## src/rtl/ntt_pkg.sv

```systemverilog
// Shared definitions for the NTT output path: modulus constants, lane count,
// collector FSM states and the canonicalization / bit-reversal helpers.
package ntt_pkg;

  localparam int WIDTH = 18;
  localparam int LANES = 8;

  localparam logic [WIDTH-1:0] PRIME = 18'd65537;
  localparam logic [WIDTH-1:0] N_INV = 18'd57345;  // 8^-1 mod 65537

  // 20-bit signed copies so canonicalization never overflows.
  localparam logic signed [WIDTH+1:0] PRIME_S  = 20'sd65537;
  localparam logic signed [WIDTH+1:0] PRIME2_S = 20'sd131074;

  typedef enum logic [1:0] {
    IDLE  = 2'd0,
    SCALE = 2'd1,
    SEND  = 2'd2
  } state_t;

  // Map a signed 18-bit value into [0, PRIME) by adding k*PRIME, k in {-1,0,1,2}.
  function automatic logic [WIDTH-1:0] canon(input logic [WIDTH-1:0] v);
    logic signed [WIDTH+1:0] s;
    logic signed [WIDTH+1:0] r;
    s = signed'({{2{v[WIDTH-1]}}, v});
    if (s < 0) begin
      if (s + PRIME_S < 0) r = s + PRIME2_S;
      else                 r = s + PRIME_S;
    end else begin
      if (s >= PRIME_S) r = s - PRIME_S;
      else              r = s;
    end
    return r[WIDTH-1:0];
  endfunction

  function automatic logic [2:0] bitrev3(input logic [2:0] i);
    return {i[0], i[1], i[2]};
  endfunction

endpackage

```

## src/rtl/mod_mul.sv

```systemverilog
// Combinational a*b mod 65537 for operands in [0, 65537).
// Uses 2^16 == -1 (mod 65537): p = hi*2^32 + mid*2^16 + lo  ==>  lo - mid + hi.
module mod_mul (
  input  logic [16:0] i_a,
  input  logic [16:0] i_b,
  output logic [16:0] o_p
);

  logic [33:0]        w_prod;
  logic signed [19:0] w_fold;
  logic signed [19:0] w_fix;

  assign w_prod = i_a * i_b;

  // Fold the product using the Fermat-prime identity, then correct into range.
  always_comb begin
    w_fold = signed'({4'b0, w_prod[15:0]})
           - signed'({4'b0, w_prod[31:16]})
           + signed'({18'b0, w_prod[33:32]});
    w_fix = w_fold;
    if (w_fold < 0)              w_fix = w_fold + 20'sd65537;
    else if (w_fold >= 20'sd65537) w_fix = w_fold - 20'sd65537;
    o_p = w_fix[16:0];
  end

endmodule

```

## src/rtl/ntt_output_collector.sv

```systemverilog
// Collects one 8-lane butterfly frame, canonicalizes it, scales INTT frames
// by N^-1, and streams the coefficients out one per valid/ready beat.
// Optional macro OUT_BITREV_EN: emit coefficients in bit-reversed index order.
//
// Handshakes: a transfer happens on a rising edge where valid & ready are both
// high; valid never depends on ready, and while valid is high with ready low
// the payload (out_data/out_index/out_last) holds stable.
module ntt_output_collector
  import ntt_pkg::*;
(
  input  logic             clk,
  input  logic             rst,
  input  logic             in_valid,
  output logic             in_ready,
  input  logic [WIDTH-1:0] in_1,
  input  logic [WIDTH-1:0] in_2,
  input  logic [WIDTH-1:0] in_3,
  input  logic [WIDTH-1:0] in_4,
  input  logic [WIDTH-1:0] in_5,
  input  logic [WIDTH-1:0] in_6,
  input  logic [WIDTH-1:0] in_7,
  input  logic [WIDTH-1:0] in_8,
  input  logic             NTT_INTT_mode,
  output logic             out_valid,
  input  logic             out_ready,
  output logic [WIDTH-1:0] out_data,
  output logic [2:0]       out_index,
  output logic             out_last,
  output logic             busy,
  output state_t           dbg_state
);

  state_t           r_state;
  state_t           w_next;
  logic [2:0]       r_idx;
  logic [2:0]       r_sidx;
  logic [WIDTH-1:0] r_buf [LANES];
  logic [WIDTH-1:0] w_lanes [LANES];
  logic             w_accept;
  logic [2:0]       w_ord;
  logic [16:0]      w_scaled;

  assign w_lanes[0] = in_1;
  assign w_lanes[1] = in_2;
  assign w_lanes[2] = in_3;
  assign w_lanes[3] = in_4;
  assign w_lanes[4] = in_5;
  assign w_lanes[5] = in_6;
  assign w_lanes[6] = in_7;
  assign w_lanes[7] = in_8;

  assign in_ready  = (r_state == IDLE) & ~rst;
  assign w_accept  = in_valid & in_ready;
  assign busy      = (r_state != IDLE);
  assign dbg_state = r_state;

`ifdef OUT_BITREV_EN
  assign w_ord = bitrev3(r_idx);
`else
  assign w_ord = r_idx;
`endif

  // Buffered values are canonical (< 2^17), so the top bit is always zero.
  mod_mul u_mod_mul (
    .i_a (r_buf[r_sidx][16:0]),
    .i_b (N_INV[16:0]),
    .o_p (w_scaled)
  );

  // State register.
  always_ff @(posedge clk) begin
    if (rst) r_state <= IDLE;
    else     r_state <= w_next;
  end

  // Next-state and output decode. The frame's mode is remembered by which
  // state follows IDLE, so no separate mode register is needed.
  always_comb begin
    w_next    = r_state;
    out_valid = 1'b0;
    out_data  = '0;
    out_index = 3'd0;
    out_last  = 1'b0;
    case (r_state)
      IDLE: begin
        if (w_accept) w_next = NTT_INTT_mode ? SCALE : SEND;
      end
      SCALE: begin
        if (r_sidx == 3'd7) w_next = SEND;
      end
      SEND: begin
        out_valid = 1'b1;
        out_data  = r_buf[w_ord];
        out_index = w_ord;
        out_last  = (r_idx == 3'd7);
        if (out_ready && r_idx == 3'd7) w_next = IDLE;
      end
      default: w_next = IDLE;
    endcase
  end

  // Beat and scale counters; both wrap to 0 after 7, which clears them at frame end.
  always_ff @(posedge clk) begin
    if (rst) begin
      r_idx  <= 3'd0;
      r_sidx <= 3'd0;
    end else begin
      if (r_state == SCALE)             r_sidx <= r_sidx + 3'd1;
      if (r_state == SEND && out_ready) r_idx  <= r_idx + 3'd1;
    end
  end

  // Frame buffer: whole-frame load on accept, one element rescaled per SCALE cycle.
  always_ff @(posedge clk) begin
    if (rst) begin
      for (int i = 0; i < LANES; i++) r_buf[i] <= '0;
    end else if (w_accept) begin
      for (int i = 0; i < LANES; i++) r_buf[i] <= canon(w_lanes[i]);
    end else if (r_state == SCALE) begin
      r_buf[r_sidx] <= {1'b0, w_scaled};
    end
  end

endmodule

```

## config.mk

```make
export PLATFORM = sky130hd
export DESIGN_NAME = ntt_output_collector
export DESIGN_NICKNAME = d
export VERILOG_FILES = /design/src/rtl/ntt_pkg.sv /design/src/rtl/mod_mul.sv /design/src/rtl/ntt_output_collector.sv
export SDC_FILE = /design/constraint.sdc
export NUM_CORES = 1
export LEC_CHECK = 0
export CAP_MARGIN = 20
export CORE_ASPECT_RATIO = 1.1
export CORE_MARGIN = 3
export CORE_UTILIZATION = 56
export CTS_BUF_LIST = sky130_fd_sc_hd__clkbuf_2 sky130_fd_sc_hd__clkbuf_4 sky130_fd_sc_hd__clkbuf_8
export CTS_CLUSTER_DIAMETER = 60
export DETAILED_ROUTE_END_ITERATION = 7
export GPL_ROUTABILITY_DRIVEN = 0
export HOLD_SLACK_MARGIN = 0.1
export PLACE_DENSITY = 0.78
export SYNTH_ARGS = -nofsm -noshare
export SYNTH_HDL_FRONTEND = slang
export SYNTH_SLANG_ARGS = --single-unit
```

## constraint.sdc

```tcl
create_clock -name clk -period 24 [get_ports clk]
set_input_delay 2.4 -clock clk [delete_from_list [all_inputs] [get_ports clk]]
set_output_delay 2.4 -clock clk [all_outputs]
set_load 0.02 [all_outputs]
```

==> out/qor.csv, run 1 <==
stage;metric;value;unit
logic_synthesis;post-synth design cell area;18600;um^2
drt;Via Count;18100;
setup_path;CP endpoint kind;flop;
global_routing;initial antenna violation count;0;
clock_network;clk slew on worst S/H paths;0.10;ns
sta;Max transition margin;20.6;%
logic_synthesis;post-synthesis cell type count;100;
setup_path;peak fanout along the critical path;36;
clock_network;Resized cells post-CTS;0;
sta;Fin. Hold Viols;0;
sta;Worst Skew;0.0160;ns
logic_synthesis;number of flops mapped to enable cells by yosys;136;
min_path;Hold Path Class;reg2reg;
drt;Detail Route Antenna Nets;0;
clock_network;CTS root buffer;clkbuf_8;
drt;DR vias/cell;6.87;
setup_path;Top delay family on crit path;compound AO/OA/AOI/OAI gates;
run;Max Cap Viol;0;
die;Starting Density;57.2;%
setup_path;worst path bufs/invs;2;
drt;# DRC;0;
die;Die ar.;35400;um^2
setup_path;Critical Path Stages;36;
setup_path;slowest library cell on the worst path;mux4_2;
global_routing;total track usage;33.0;%
logic_synthesis;net count after synthesis;2427;
setup_path;slowest stage delay, CP;0.58;ns
clock_network;CTS tree;yes;
cells_and_area;antenna cells;0;
clock_network;Sink Count;158;
cells_and_area;layout cells sized above 1;7.99;%
drt;initial drt markers;2237;
setup_path;required time of the worst setup path;24.18;ns
logic_synthesis;Synth Register Bits;158;
global_routing;total gr overflow;0;
cells_and_area;Area Growth Syn to Fin;13.0;%
sta;min Tclk post-route;10.83;ns
sta;RSZ-0062 raised after global routing;false;
clock_network;post-CTS setup buffers;0;
die;Chip Height;197;um
run_status;outcome;finished clean;
clock_network;CTS buffer count;17;
drt;final wirelength;60500;um
logic_synthesis;top_reg_cell synth;edfxtp_1;
global_routing;vias in the first global route;17000;
min_path;Worst Hold Depth;2;
sta;TNS Setup;0;ns
drt;DRT Pass-1 Iters;6;
logic_synthesis;Async SR Flop Fraction;0;%
clock_network;CTS Hold Bufs;0;
min_path;hold path start;r_buf[2][17]$_SDFFE_PP0P_;
min_path;hold endpoint;r_buf[2][17]$_SDFFE_PP0P_;
logic_synthesis;register area share after synthesis;24.4;%
sta;Slew @ Worst Pin;1.18;ns
placement;IO buf count;175;
setup_path;Reg2Reg Depth;36;
setup_path;critical path class;reg2reg;
global_routing;largest net degree at the start of global routing;92;
global_routing;first-pass GRT wire length;93600;um
cells_and_area;commonest non-fill, non-tap cell in the layout;nand2_1;
setup_path;CP arrival;11.01;ns
die;# rows;69;
clock_network;clk_lat worst skew;0.47;ns
clock_network;H-tree depth;4;
setup_path;RR Endpoint;r_buf[7][7]$_DFFE_PP_;
drt;WL/cell;22.9;um
die;Die Width;180;um
sta;Final Max Tran Viols;0;
logic_synthesis;Mapped Cells;2091;
sta;final setup fails;0;
setup_path;Critical Path Start Type;flop;
cells_and_area;Nets;2537;
placement;Final HPWL DP;47000;um
die;Placeable Area;32500;um^2
sta;Fmax;92.3;MHz
die;io pins;176;
logic_synthesis;YS warnings;0;
sta;post-route clock period utilization;45.1;%
setup_path;reg-to-reg slack, setup;13.17;ns
cells_and_area;most frequent cells in the layout;nand2_1, clkdlybuf4s50_1, ha_1;
logic_synthesis;synthesized area per cell;8.88;um^2
clock_network;CTS max path bufs;2;
Yosys cell counts (all sizes together), types with 5 or more instances:
cell type | number | area (um^2)
a211oi | 11 | 82.6
a21boi | 7 | 52.6
a21o | 14 | 105
a21oi | 89 | 460
a22oi | 5 | 37.5
a31oi | 36 | 225
a32oi | 9 | 78.8
a41oi | 13 | 121
and2 | 27 | 169
and3 | 30 | 188
and4 | 7 | 61.3
buf | 11 | 50.1
clkbuf | 86 | 324
dfxtp | 22 | 440
edfxtp | 136 | 4080
fa | 18 | 360
ha | 169 | 2110
inv | 105 | 394
mux2 | 9 | 105
mux2i | 45 | 463
mux4 | 68 | 1530
nand2 | 177 | 664
nand2b | 17 | 106
nand3 | 65 | 325
nand3b | 6 | 57.6
nand4 | 28 | 181
nor2 | 169 | 642
nor2b | 13 | 81.3
nor3 | 66 | 345
nor3b | 12 | 90.1
nor4 | 38 | 272
o2111ai | 5 | 43.8
o211ai | 13 | 103
o21a | 12 | 90.1
o21ai | 104 | 547
o22ai | 136 | 857
o31ai | 9 | 77.6
o41ai | 6 | 52.6
or2 | 15 | 93.8
or3 | 31 | 194
or4 | 11 | 82.6
xnor2 | 104 | 948
xor2 | 80 | 708
worst min-delay path, stage by stage (launching register included):
cell and delay, ns:
dfxtp_1 0.32, nand3_1 0.06, o21ai_0 0.06
flip-flops by register name (all words and copies together), names as in the netlist, named ones only:
signal,count
dbg_state,2
r_buf,144
r_idx,3
r_sidx,3
worst max path at each step:
stage,endpoint
3_3_place_gp,r_buf[3][7]$_DFFE_PP_
6_report,r_buf[7][7]$_DFFE_PP_
5_1_grt,r_buf[0][9]$_DFFE_PP_
4_1_cts,r_buf[7][7]$_DFFE_PP_
3_5_place_dp,r_buf[7][7]$_DFFE_PP_
2_1_floorplan,r_buf[4][11]$_DFFE_PP_
per-stage QoR:
stage / setup WS, ns / instances / hold WS [ns] / utilization, % / area [um^2]
3_5_place_dp: 13.52 / 2608 / 0.468 / 63.4 / 20600
3_3_place_gp: 13.73 / 2608 / 0.459 / 63.4 / 20600
4_1_cts: 13.44 / 2640 / 0.486 / 64.6 / 21000
5_1_grt: 12.47 / 2640 / 0.517 / 64.6 / 21000
2_1_floorplan: 14.75 / 2091 / 0.438 / - / 18600
6_report: 13.17 / 2640 / 0.488 / 64.6 / 21000
final cells by class:
cell class                      instances  area, um^2
Multi-Input combinational cell       1730       13300
Timing Repair Buffer                  188        1850
Clock buffer                           18         248
Sequential cell                       158        4530
Clock inverter                         14         148
Tap cell                              426         533
Inverter                              106         398
Fill cell                            2694       11500
routing by layer:
metal | wire length, um | vias up | track usage [%] | part of all wire (%)
met3 | 7100 | 222 | 8.25 | 12
met4 | 4100 | 0 | 18.5 | 6.8
li1 | - | 8175 | - | -
met2 | 27200 | 1231 | 51.5 | 45
met1 | 22200 | 8504 | 42.2 | 37
met5 | 0 | - | 0 | 0
kinds of logic (layout without fill, tap and decap cells):
group                    count (synthesis)  in the layout  synth area share (%)
AND/OR/NAND/NOR                        722            722                  19.6
AO/OA/AOI/OAI                          513            513                  18.1
buffers and inverters                  203            326                  4.16
adder cells (fa/ha/maj)                188            188                  13.4
XOR/XNOR                               185            185                  9.04
flip-flops                             158            158                  24.4
multiplexers                           122            122                  11.3
Power of run 1 is left out: the tool's default activity adds up to more than one toggle a clock period on the data nets, which glitch-free logic cannot reach.
==> run 2: changes to the inputs <==
- clock period: 24 -> 10.75 ns (I/O delays scaled with it)
==> run 2 against run 1 <==
Via count rose by 0.44%. Critical path depth rose by 2. Wire length fell by 0.93%.
==> out/qor.csv, run 2 (same netlist as run 1, synthesis figures left out) <==
stage;metric;value;unit;change
clock_network;CTS Hold Bufs;0;;unchanged
sta;Worst Skew;0.0231;ns;+0.00707 ns
drt;DRT Pass-1 Iters;8;;+2
sta;min Tclk post-route;10.42;ns;-0.408 ns
die;io pins;176;;unchanged
placement;Final HPWL DP;46400;um;-1.2%
die;Placeable Area;32500;um^2;unchanged
clock_network;CTS max path bufs;2;;unchanged
cells_and_area;Design Area, Final;21100;um^2;+0.73%
clock_network;post-CTS setup buffers;0;;unchanged
placement;DP Area;20600;um^2;+0.19%
die;Die Width;180;um;unchanged
global_routing;initial antenna violation count;0;;unchanged
cells_and_area;Top reg by flops;r_buf;;
setup_path;critical path class;reg2reg;;
clock_network;Sink Count;158;;unchanged
setup_path;slowest stage delay, CP;0.53;ns;-0.05 ns
cells_and_area;antenna cells;0;;unchanged
cells_and_area;area of the multi-input gates;13400;um^2;+0.74%
setup_path;Critical Path Start Type;flop;;
clock_network;CTS root buffer;clkbuf_8;;
cells_and_area;max reg flops;144;;unchanged
cells_and_area;Filler cells;2629;;-2.4%
global_routing;vias in the first global route;17000;;-0.012%
clock_network;H-tree depth;4;;unchanged
setup_path;CP endpoint kind;flop;;
clock_network;CTS tree;yes;;
sta;TNS Setup;0;ns;unchanged
global_routing;first-pass GRT wire length;92900;um;-0.83%
cells_and_area;most frequent cells in the layout;nand2_1, clkdlybuf4s50_1, ha_1;;
clock_network;Resized cells post-CTS;0;;unchanged
clock_network;CTS buffer count;17;;unchanged
placement;IO buf count;175;;unchanged
die;# rows;69;;unchanged
clock_network;clk_lat worst skew;0.46;ns;about the same
drt;initial drt markers;2390;;+6.8%
sta;Final Max Tran Viols;0;;unchanged
run;Max Cap Viol;0;;unchanged
sta;Slew @ Worst Pin;1.04;ns;-0.141 ns
sta;final worst slack;0.329;ns;-12.84 ns
cells_and_area;Nets;2542;;+0.20%
die;Chip Height;197;um;unchanged
sta;post-route clock period utilization;96.9;%;+52 points
cells_and_area;Area Growth Syn to Fin;13.8;%;
sta;Fmax;96.0;MHz;+3.9%
drt;final wirelength;60000;um;-0.93%
cells_and_area;biggest regs;r_buf (144), r_idx (3), r_sidx (3);;
sta;final setup fails;0;;unchanged
drt;# DRC;0;;unchanged
die;Starting Density;57.2;%;unchanged
drt;DR vias/cell;6.89;;+0.25%
die;Die ar.;35400;um^2;unchanged
global_routing;total gr overflow;0;;unchanged
setup_path;peak fanout along the critical path;18;;-50%
setup_path;CP arrival;10.58;ns;-0.43 ns
setup_path;required time of the worst setup path;10.90;ns;-13.28 ns
sta;Fin. Hold Viols;0;;unchanged
setup_path;slowest library cell on the worst path;or4_1;;
clock_network;clk slew on worst S/H paths;0.11;ns;about the same
drt;Detail Route Antenna Nets;0;;unchanged
cells_and_area;commonest non-fill, non-tap cell in the layout;nand2_1;;
drt;WL/cell;22.7;um;-1.1%
placement;DP Worst Slack;0.214;ns;-13.30 ns
global_routing;largest net degree at the start of global routing;97;;+5.4%
min_path;Hold Path Class;reg2reg;;
sta;Max transition margin;30.5;%;+9.9 points
global_routing;total track usage;32.5;%;-0.48 points
run_status;outcome;finished clean;;
cells_and_area;register area;4530;um^2;about the same
cells_and_area;layout cells sized above 1;8.61;%;+0.61 points
drt;Via Count;18200;;+0.44%
==> run 2: changes by cell type in the layout (fill, tap and decap cells not counted), sizes merged <==
| cell | change |
|---|---|
| buf | +5 |
| bufinv | +1 |
| clkbuf | -1 |
| clkinvlp | -1 |
| inv | +1 |
==> run 2: final timing paths <==
kind	slack (ns)	startpoint	depth (start not counted)	endpoint
worst max-delay path	0.33	flop	38	r_buf[1][7]$_DFFE_PP_
worst min register to register	0.50	r_buf[7][17]$_SDFFE_PP0P_	2	r_buf[7][17]$_SDFFE_PP0P_
worst max register to register	0.33	flop	38	r_buf[1][7]$_DFFE_PP_
worst min-delay path	0.50	r_buf[7][17]$_SDFFE_PP0P_	2	r_buf[7][17]$_SDFFE_PP0P_
==> run 2: routing by layer <==
layer  up-vias  global-route usage, %  part of all wire (%)
met3       209                   4.80                    11
met1      8605                   42.9                    37
li1       8191                      -                     -
met2      1207                   53.1                    46
met4         0                   15.4                   5.8
met5         -                      0                     0
==> run 2: final cells by class <==
type | instances | area share, %
timing repair buffer | 193 | 8.93
tap | 426 | 2.52
multi-input combinational | 1730 | 63.3
sequential | 158 | 21.4
inverter | 106 | 1.88
clock buffer | 17 | 1.11
clock inverter | 15 | 0.823
==> run 2: metrics by stage <==
stage / hold WS [ns] / util [%] / std cells
finish: 0.501 / 65.1 / 2645
global route: 0.537 / 65.1 / 2645
CTS: 0.493 / 64.8 / 2645
floorplan: 0.438 / - / 2091
global placement: 0.470 / 63.5 / 2613
detailed placement: 0.480 / 63.5 / 2613
==> run 2: critical path: cells and delay by family (launching register included) <==
kind / cells / cell delay, ns
DFF: 1 / 0.39
AOI/OAI and AO/OA: 17 / 3.86
muxes: 1 / 0.41
and+or+nand+nor: 8 / 2.17
buffers and inverters: 3 / 0.56
adders and majority gates: 6 / 1.93
xor gates and xnor gates: 3 / 0.78
Power of run 2 is left out for the same reason.
